==> src/rtl/matmul_tile_ctrl_pkg.sv <==
// Shared definitions for the matmul tile controller slice.
// Holds the controller FSM encoding, the tile geometry constants, the default
// element/address widths and the command tile-count sanitising helper.
package matmul_tile_ctrl_pkg;

   localparam int TILE_DIM      = 4;
   localparam int N_ELEM        = TILE_DIM * TILE_DIM;
   localparam int DW_DEFAULT    = 16;
   localparam int AW_DEFAULT    = 9;
   localparam int K_MAX_DEFAULT = 8;

   typedef enum logic [2:0] {
      IDLE    = 3'd0,
      RUN     = 3'd1,
      COLLECT = 3'd2,
      GAP     = 3'd3,
      DRAIN   = 3'd4
   } state_t;

   // A request of zero tiles still runs one tile; oversized requests saturate.
   function automatic logic [3:0] clamp_k_tiles(input logic [3:0] k_req, input int k_max);
      logic [3:0] k_out;
      k_out = k_req;
      if (k_req == 4'd0) begin
         k_out = 4'd1;
      end else if (int'(k_req) > k_max) begin
         k_out = 4'(k_max);
      end
      return k_out;
   endfunction

endpackage

==> src/rtl/matmul_tile_ctrl_if.sv <==
// Bus bundle between the tile controller and its environment.
// Groups three channels:
//   cmd_* : command handshake (valid/ready, A/B base addresses, K-tile count)
//   core_*: control of and results from the 4x4 systolic core
//   res_* : accumulated result stream (valid/ready, data, index, last)
// plus the controller busy flag.
// Modport slave is the controller's view; master is the environment's view.
interface matmul_tile_ctrl_if import matmul_tile_ctrl_pkg::*; #(
   parameter int AW = AW_DEFAULT,
   parameter int DW = DW_DEFAULT
);
   logic            cmd_valid;
   logic            cmd_ready;
   logic [AW-1:0]   cmd_a_base;
   logic [AW-1:0]   cmd_b_base;
   logic [3:0]      cmd_k_tiles;

   logic            core_start;
   logic [AW-1:0]   core_a_loc;
   logic [AW-1:0]   core_b_loc;
   logic            core_done;
   logic [3:0]      core_out_sel;
   logic [2*DW-1:0] core_data;

   logic            res_valid;
   logic            res_ready;
   logic [2*DW-1:0] res_data;
   logic [3:0]      res_idx;
   logic            res_last;

   logic            busy;

   modport slave (
      input  cmd_valid, cmd_a_base, cmd_b_base, cmd_k_tiles,
      input  core_done, core_data, res_ready,
      output cmd_ready, core_start, core_a_loc, core_b_loc, core_out_sel,
      output res_valid, res_data, res_idx, res_last, busy
   );

   modport master (
      output cmd_valid, cmd_a_base, cmd_b_base, cmd_k_tiles,
      output core_done, core_data, res_ready,
      input  cmd_ready, core_start, core_a_loc, core_b_loc, core_out_sel,
      input  res_valid, res_data, res_idx, res_last, busy
   );

endinterface

==> src/rtl/matmul_tile_ctrl_acc_bank.sv <==
// matmul_acc_bank: 16-entry accumulator for one C tile.
// Ports:
//   clk, reset       : clock, synchronous active-high reset (clears all entries)
//   wr_en            : write strobe
//   wr_add           : 1 = add wr_data to the entry, 0 = overwrite the entry
//   wr_idx, wr_data  : entry index and value for the write port
//   rd_idx, rd_data  : asynchronous read port
module matmul_acc_bank import matmul_tile_ctrl_pkg::*; #(
   parameter int DW = DW_DEFAULT
) (
   input  logic            clk,
   input  logic            reset,
   input  logic            wr_en,
   input  logic            wr_add,
   input  logic [3:0]      wr_idx,
   input  logic [2*DW-1:0] wr_data,
   input  logic [3:0]      rd_idx,
   output logic [2*DW-1:0] rd_data
);

   logic [2*DW-1:0] acc [N_ELEM];

   // Entry update: the first K-tile loads, later tiles add; the sum wraps
   // at the 2*DW result width.
   always_ff @(posedge clk) begin
      if (reset) begin
         for (int i = 0; i < N_ELEM; i++) begin
            acc[i] <= '0;
         end
      end else if (wr_en) begin
         acc[wr_idx] <= wr_add ? (acc[wr_idx] + wr_data) : wr_data;
      end
   end

   assign rd_data = acc[rd_idx];

endmodule

==> src/rtl/matmul_tile_ctrl.sv <==
// matmul_tile_ctrl: sequences K tile multiplications on a 4x4 systolic core,
// accumulates the 16 partial C elements and streams the final tile out.
// Ports:
//   clk, reset : clock, synchronous active-high reset
//   bus        : matmul_tile_ctrl_if.slave (command, core control, result
//                stream and busy flag)
// Flow per command: RUN (wait for core done) -> COLLECT (read 16 results)
// -> GAP (drop start for one cycle to clear the core) -> next tile or DRAIN.
module matmul_tile_ctrl import matmul_tile_ctrl_pkg::*; #(
   parameter int K_MAX = K_MAX_DEFAULT,
   parameter int AW    = AW_DEFAULT,
   parameter int DW    = DW_DEFAULT
) (
   input  logic                clk,
   input  logic                reset,
   matmul_tile_ctrl_if.slave   bus
);

   state_t          state;
   state_t          state_next;
   logic [AW-1:0]   a_base;
   logic [AW-1:0]   b_base;
   logic [3:0]      k_tiles;
   logic [3:0]      t;
   logic [4:0]      sel_cnt;
   logic [3:0]      idx;
   logic [AW-1:0]   tile_off;
   logic            acc_wr_en;
   logic            acc_wr_add;
   logic [3:0]      acc_wr_idx;
   logic [2*DW-1:0] acc_rd_data;

   // Each K-tile advances four words in both the A and B buffers.
   assign tile_off = AW'(int'(t) * TILE_DIM);

   // sel_cnt 0..15 selects a result; the core answers one cycle later, so
   // the capture for select n happens while sel_cnt is n+1 (1..16).
   assign acc_wr_en  = (state == COLLECT) && (sel_cnt != 5'd0);
   assign acc_wr_add = (t != 4'd0);
   assign acc_wr_idx = 4'(sel_cnt - 5'd1);

   matmul_acc_bank #(.DW(DW)) u_acc_bank (
      .clk     (clk),
      .reset   (reset),
      .wr_en   (acc_wr_en),
      .wr_add  (acc_wr_add),
      .wr_idx  (acc_wr_idx),
      .wr_data (bus.core_data),
      .rd_idx  (idx),
      .rd_data (acc_rd_data)
   );

   // State register plus the command latches, tile counter, collect counter
   // and drain index.
   always_ff @(posedge clk) begin
      if (reset) begin
         state   <= IDLE;
         a_base  <= '0;
         b_base  <= '0;
         k_tiles <= 4'd1;
         t       <= 4'd0;
         sel_cnt <= 5'd0;
         idx     <= 4'd0;
      end else begin
         state <= state_next;
         if (state == IDLE && bus.cmd_valid) begin
            a_base  <= bus.cmd_a_base;
            b_base  <= bus.cmd_b_base;
            k_tiles <= clamp_k_tiles(bus.cmd_k_tiles, K_MAX);
            t       <= 4'd0;
         end else if (state == GAP && state_next == RUN) begin
            t <= t + 4'd1;
         end
         sel_cnt <= (state == COLLECT && state_next == COLLECT) ? sel_cnt + 5'd1 : 5'd0;
         if (state == GAP) begin
            idx <= 4'd0;
         end else if (state == DRAIN && bus.res_ready) begin
            idx <= idx + 4'd1;
         end
      end
   end

   // Next-state and output decode; every output defaults to its idle value
   // so that nothing leaks outside the state that owns it.
   always_comb begin
      state_next       = state;
      bus.cmd_ready    = 1'b0;
      bus.core_start   = 1'b0;
      bus.core_a_loc   = '0;
      bus.core_b_loc   = '0;
      bus.core_out_sel = 4'd0;
      bus.res_valid    = 1'b0;
      bus.res_data     = '0;
      bus.res_idx      = 4'd0;
      bus.res_last     = 1'b0;
      bus.busy         = (state != IDLE);
      case (state)
         IDLE: begin
            bus.cmd_ready = 1'b1;
            if (bus.cmd_valid) begin
               state_next = RUN;
            end
         end
         RUN: begin
            bus.core_start = 1'b1;
            bus.core_a_loc = a_base + tile_off;
            bus.core_b_loc = b_base + tile_off;
            if (bus.core_done) begin
               state_next = COLLECT;
            end
         end
         COLLECT: begin
            bus.core_start   = 1'b1;
            bus.core_a_loc   = a_base + tile_off;
            bus.core_b_loc   = b_base + tile_off;
            bus.core_out_sel = sel_cnt[4] ? 4'd0 : sel_cnt[3:0];
            if (sel_cnt == 5'(N_ELEM)) begin
               state_next = GAP;
            end
         end
         GAP: begin
            state_next = (({1'b0, t} + 5'd1) < {1'b0, k_tiles}) ? RUN : DRAIN;
         end
         DRAIN: begin
            bus.res_valid = 1'b1;
            bus.res_data  = acc_rd_data;
            bus.res_idx   = idx;
            bus.res_last  = (idx == 4'(N_ELEM - 1));
            if (bus.res_ready && idx == 4'(N_ELEM - 1)) begin
               state_next = IDLE;
            end
         end
         default: begin
            state_next = IDLE;
         end
      endcase
   end

endmodule

==> src/flat_wrapper.sv <==
// flat-port wrapper written by rule: the top's interface ports become plain ports
module matmul_tile_ctrl_flat import matmul_tile_ctrl_pkg::*;
#(
   parameter int K_MAX = K_MAX_DEFAULT,
   parameter int AW    = AW_DEFAULT,
   parameter int DW    = DW_DEFAULT
)
  (clk, reset, bus_cmd_valid, bus_cmd_a_base, bus_cmd_b_base, bus_cmd_k_tiles, bus_core_done, bus_core_data, bus_res_ready, bus_cmd_ready, bus_core_start, bus_core_a_loc, bus_core_b_loc, bus_core_out_sel, bus_res_valid, bus_res_data, bus_res_idx, bus_res_last, bus_busy);
  matmul_tile_ctrl_if #(.AW(AW), .DW(DW)) bus_i ();
  input  logic clk;
  input  logic reset;
  input wire logic [$bits(bus_i.cmd_valid)-1:0] bus_cmd_valid;
  input wire logic [$bits(bus_i.cmd_a_base)-1:0] bus_cmd_a_base;
  input wire logic [$bits(bus_i.cmd_b_base)-1:0] bus_cmd_b_base;
  input wire logic [$bits(bus_i.cmd_k_tiles)-1:0] bus_cmd_k_tiles;
  input wire logic [$bits(bus_i.core_done)-1:0] bus_core_done;
  input wire logic [$bits(bus_i.core_data)-1:0] bus_core_data;
  input wire logic [$bits(bus_i.res_ready)-1:0] bus_res_ready;
  output wire logic [$bits(bus_i.cmd_ready)-1:0] bus_cmd_ready;
  output wire logic [$bits(bus_i.core_start)-1:0] bus_core_start;
  output wire logic [$bits(bus_i.core_a_loc)-1:0] bus_core_a_loc;
  output wire logic [$bits(bus_i.core_b_loc)-1:0] bus_core_b_loc;
  output wire logic [$bits(bus_i.core_out_sel)-1:0] bus_core_out_sel;
  output wire logic [$bits(bus_i.res_valid)-1:0] bus_res_valid;
  output wire logic [$bits(bus_i.res_data)-1:0] bus_res_data;
  output wire logic [$bits(bus_i.res_idx)-1:0] bus_res_idx;
  output wire logic [$bits(bus_i.res_last)-1:0] bus_res_last;
  output wire logic [$bits(bus_i.busy)-1:0] bus_busy;
  assign bus_i.cmd_valid = bus_cmd_valid;
  assign bus_i.cmd_a_base = bus_cmd_a_base;
  assign bus_i.cmd_b_base = bus_cmd_b_base;
  assign bus_i.cmd_k_tiles = bus_cmd_k_tiles;
  assign bus_i.core_done = bus_core_done;
  assign bus_i.core_data = bus_core_data;
  assign bus_i.res_ready = bus_res_ready;
  assign bus_cmd_ready = bus_i.cmd_ready;
  assign bus_core_start = bus_i.core_start;
  assign bus_core_a_loc = bus_i.core_a_loc;
  assign bus_core_b_loc = bus_i.core_b_loc;
  assign bus_core_out_sel = bus_i.core_out_sel;
  assign bus_res_valid = bus_i.res_valid;
  assign bus_res_data = bus_i.res_data;
  assign bus_res_idx = bus_i.res_idx;
  assign bus_res_last = bus_i.res_last;
  assign bus_busy = bus_i.busy;
  matmul_tile_ctrl #(.K_MAX(K_MAX), .AW(AW), .DW(DW)) u_core (.clk(clk), .reset(reset), .bus(bus_i));
endmodule
==> config.mk <==
export PLATFORM = sky130hd
export DESIGN_NAME = matmul_tile_ctrl_flat
export DESIGN_NICKNAME = d
export VERILOG_FILES = /design/src/rtl/matmul_tile_ctrl_pkg.sv /design/src/rtl/matmul_tile_ctrl_if.sv /design/src/rtl/matmul_tile_ctrl_acc_bank.sv /design/src/rtl/matmul_tile_ctrl.sv /design/src/flat_wrapper.sv
export SDC_FILE = /design/constraint.sdc
export NUM_CORES = 1
export LEC_CHECK = 0
export CAP_MARGIN = 30
export CORE_MARGIN = 4
export CORE_UTILIZATION = 40
export CTS_CLUSTER_SIZE = 12
export DETAILED_ROUTE_END_ITERATION = 10
export MAX_ROUTING_LAYER = met4
export PLACE_DENSITY = 0.54
export SKIP_LAST_GASP = 1
export SLEW_MARGIN = 20
export SYNTH_ARGS = -nofsm -noshare
export SYNTH_HDL_FRONTEND = slang
export SYNTH_SLANG_ARGS = --single-unit
==> constraint.sdc <==
create_clock -name clk -period 12.58 [get_ports clk]
set_clock_uncertainty 0.05 [all_clocks]
set_input_delay 2.516 -clock clk [delete_from_list [all_inputs] [get_ports clk]]
set_output_delay 2.516 -clock clk [all_outputs]
set_load 0.05 [all_outputs]
==> metrics.cfg <==
[power]
p_seq_share_pct = 48.4
p_per_area_mw_per_mm2 = 125.8
worst_ir_drop_vdd_mv = 0.07671
power.share.clock_pct = 41.8
share_comb_of_total_power_pct = 9.8
net-switching-power_w = 0.001075
power.share.switching_pct = 24.70
cell_internal_power_dissipation_w = 0.003276
cellLeakagePower_nw = 11.60

[final_layout]
final_layout_size_suffix_gt1_share_pct = 24.20
finalNetCount = 2355
area_growth_syn_to_layout_pct = 14.70
num-fill-cells = 6576
final_cells = 3258
antenna_cells_inserted = 0

[timing]
worst_pin_slew_ns = 0.9645
max_freq_ghz = 0.1356
setup_repair_after_global_routing_missed_its_margin = no
final-hold-violation-count = 0
final_ws_setup_ns = 5.207
max_slew_headroom_at_the_worst_pin_pct = 35.70
final_number_of_setup_violating_endpoints = 0
timing.final.crit_share_pct = 58.61
fin_tns_setup_ns = 0
final_slew_violations = 0
period_minus_slack_ns = 7.373

[clock_tree]
postcts_setup_bufs = 0
cts.sinks = 554
worst_skew_pair.late_latency_ns = 0.61
cts_hold_repair.buffers = 0
cts_made_buffers = 66
clock_tree.root_cell = clkbuf_16
cts_repair_resizes = 0
cts.path.max_buffers = 3
h-tree-depth = 3
cts.clk_slew.worst_paths_ns = 0.06
cts_tree = done

[setup_path]
critical_path.startpoint_type = flip-flop
worst_ep_arrival_time_ns = 7.63
cp-end-kind = flip-flop
critical_path_required_ns = 12.84
setup.worst_path.class = reg -> reg
critical_path_peak_fanout = 56

[synth]
synth_area_mm2 = 0.03014
synthArstFlopShare_pct = 0
syn-instance-count = 2175
synth.net_count = 2290
synthDistinctLibCells = 70
synthesis.area_per_instance_um2 = 13.86
synth_sequential_area_ratio_pct = 53.80
synth_enable_flop_cells = 512
synthFlopType = edfxtp_1
yosysWarningCount = 0
synth.ff_latch_count = 554

[route]
firstDrtPassIters = 5
ant_nets = 0
remaining_drc_errors = 0
drtIter0Drc = 2440
postRouteWirelength_mm = 100.5
via_per_inst = 6.365
detail_route.wl_per_cell_um = 30.85
vias = 20740

[place]
gp_routability_congestion = 0.8328
io_buffers = 121
detailedPlace.worstSlack_ns = 5.288
detailed_place_hpwl_mm = 54.81
cells_after_dpl = 3135

[grt]
largest_net_degree_at_the_start_of_global_routing = 92
global_route_congestion_overflow_total = 0
track_usage_pct = 25.80
use_met3_pct = 4.209
global_route_wire_length_before_repair_mm = 143.6
globalRoute.busiestLayer = met2
antenna_found_initial = 1
global_route_met1_usage_pct = 35.38
groute.layer.met2.usage_pct = 40.52
via_count_of_the_first_global_routing_pass = 20630

[outcome]
run_status = finished clean

[floorplan]
fp-row-count = 100
ios = 122
floorplan.initialDensity_pct = 40.42
design.die.area_mm2 = 0.07980
die-width_um = 282.5
coreArea_mm2 = 0.07457
die_y_um = 282.5

[min_path]
min-delay-path-class = reg -> reg

[flow_run]
cap_viol_max_count = 0

==> cells in the final DEF (no fill, tap or decap), types with 13 or more instances in the layout <==
| cell type | instances |
|---|---|
| edfxtp_1 | 512 |
| nor3_1 | 16 |
| xnor2_1 | 17 |
| nand2_1 | 75 |
| a21oi_1 | 70 |
| mux4_2 | 320 |
| xor2_1 | 15 |
| nand3_1 | 16 |
| dfxtp_1 | 37 |
| and2_1 | 51 |
| buf_4 | 57 |
| nor2_1 | 538 |
| clkbuf_16 | 68 |
| o21ai_0 | 18 |
| inv_1 | 31 |
| clkdlybuf4s50_1 | 121 |
| a21oi_2 | 13 |
| clkinv_2 | 17 |
| ha_1 | 52 |
| nand2b_2 | 13 |
| a21o_1 | 19 |
==> cell usage after synthesis (all sizes together), types with 16 or more instances <==
cell / instances / area (um2)
and2: 51 / 319.1
dfxtp: 42 / 840.8
a21oi: 83 / 460.4
o21ai: 23 / 115.1
ha: 53 / 663.1
nor3: 20 / 115.1
nor2: 538 / 2019
inv: 31 / 116.4
nand2: 83 / 314.1
a21o: 19 / 142.6
nand3: 23 / 120.1
xor2: 16 / 140.1
edfxtp: 512 / 15370
xnor2: 18 / 157.7
nand2b: 23 / 143.9
mux4: 320 / 7207
clkbuf: 129 / 484.2
buf: 58 / 265.2
==> per-layer routing <==
layer  vias to the layer above  routed length, um
met2                      1270              47410
met1                     10870              40960
li1                       8440                  -
met3                       158               9710
met4                         0               2419
met5                         -                  0
==> stage by stage <==
stage	instance area (um2)	total power [W]	utilization [%]	hold slack, ns
6_report	34570	0.004350	46.36	0.4041
5_1_grt	34570	0.004488	46.36	0.4177
4_1_cts	34470	0.004376	46.23	0.4073
3_5_place_dp	32450	0.002564	43.52	0.3986
3_3_place_gp	32380	0.002555	43.43	0.3928
2_1_floorplan	30140	0.002407	-	0.3805
==> worst paths after layout <==
kind | slack, ns | from | depth (start not counted) | to
worst min register to register | 0.40 | u_core.b_base[0]$_SDFFE_PP0P_ | 2 | u_core.b_base[0]$_SDFFE_PP0P_
worst max register to register | 5.21 | u_core.sel_cnt[0]$_SDFF_PP0_ | 16 | u_core.u_acc_bank.acc[10][18]$_SDFFCE_PN0P_
worst min-delay path | 0.40 | u_core.b_base[0]$_SDFFE_PP0P_ | 2 | u_core.b_base[0]$_SDFFE_PP0P_
worst max-delay path | 5.21 | u_core.sel_cnt[0]$_SDFF_PP0_ | 16 | u_core.u_acc_bank.acc[10][18]$_SDFFCE_PN0P_
==> final cells by class <==
type / count / area [um2] / share of cell area [%]
clock inverters: 37 / 274.0 / 0.7926
inverters: 31 / 116.4 / 0.3366
repair buffers: 184 / 1753 / 5.071
multi-input cells: 1403 / 13230 / 38.28
clock buffers: 80 / 1747 / 5.053
well taps: 969 / 1212 / 3.507
flip-flops and latches: 554 / 16230 / 46.96
==> sequential cells by signal (all words and copies together) (netlist names), named ones only <==
register / flops
u_core.a_base: 9
u_core.t: 4
u_core.idx: 4
u_core.b_base: 9
u_core.state: 3
u_core.u_acc_bank.acc: 512
u_core.k_tiles: 4
u_core.sel_cnt: 5
==> critical path: stages (launching register included) <==
cell	delay, ns
dfxtp_4	0.57
inv_1	0.18
ha_4	0.59
buf_4	0.70
buf_4	0.88
mux4_2	0.43
mux4_2	0.48
ha_1	0.26
fa_1	0.45
a21oi_1	0.27
o211ai_1	0.15
a21oi_2	0.28
a21oi_1	0.28
o21a_1	0.30
or3_1	0.32
a31oi_2	0.72
nor2_1	0.09
==> logic make-up after synthesis <==
group,synth area share [%]
compound gates,4.176
xor+xnor,0.9880
fa+ha+maj,2.400
buf+inv,2.873
flops,53.80
mux,24.28
simple gates,11.48
==> power by group through the flow <==
stage               sequential (W)  combinational (W)  clock, W
finish                     0.00211           0.000426   0.00182
global route               0.00211           0.000452   0.00192
CTS                        0.00210           0.000423   0.00185
detailed placement         0.00214           0.000421         0
global placement           0.00214           0.000417         0
floorplan                  0.00213           0.000279         0
Note: power is estimated with default switching activity, not from simulation.
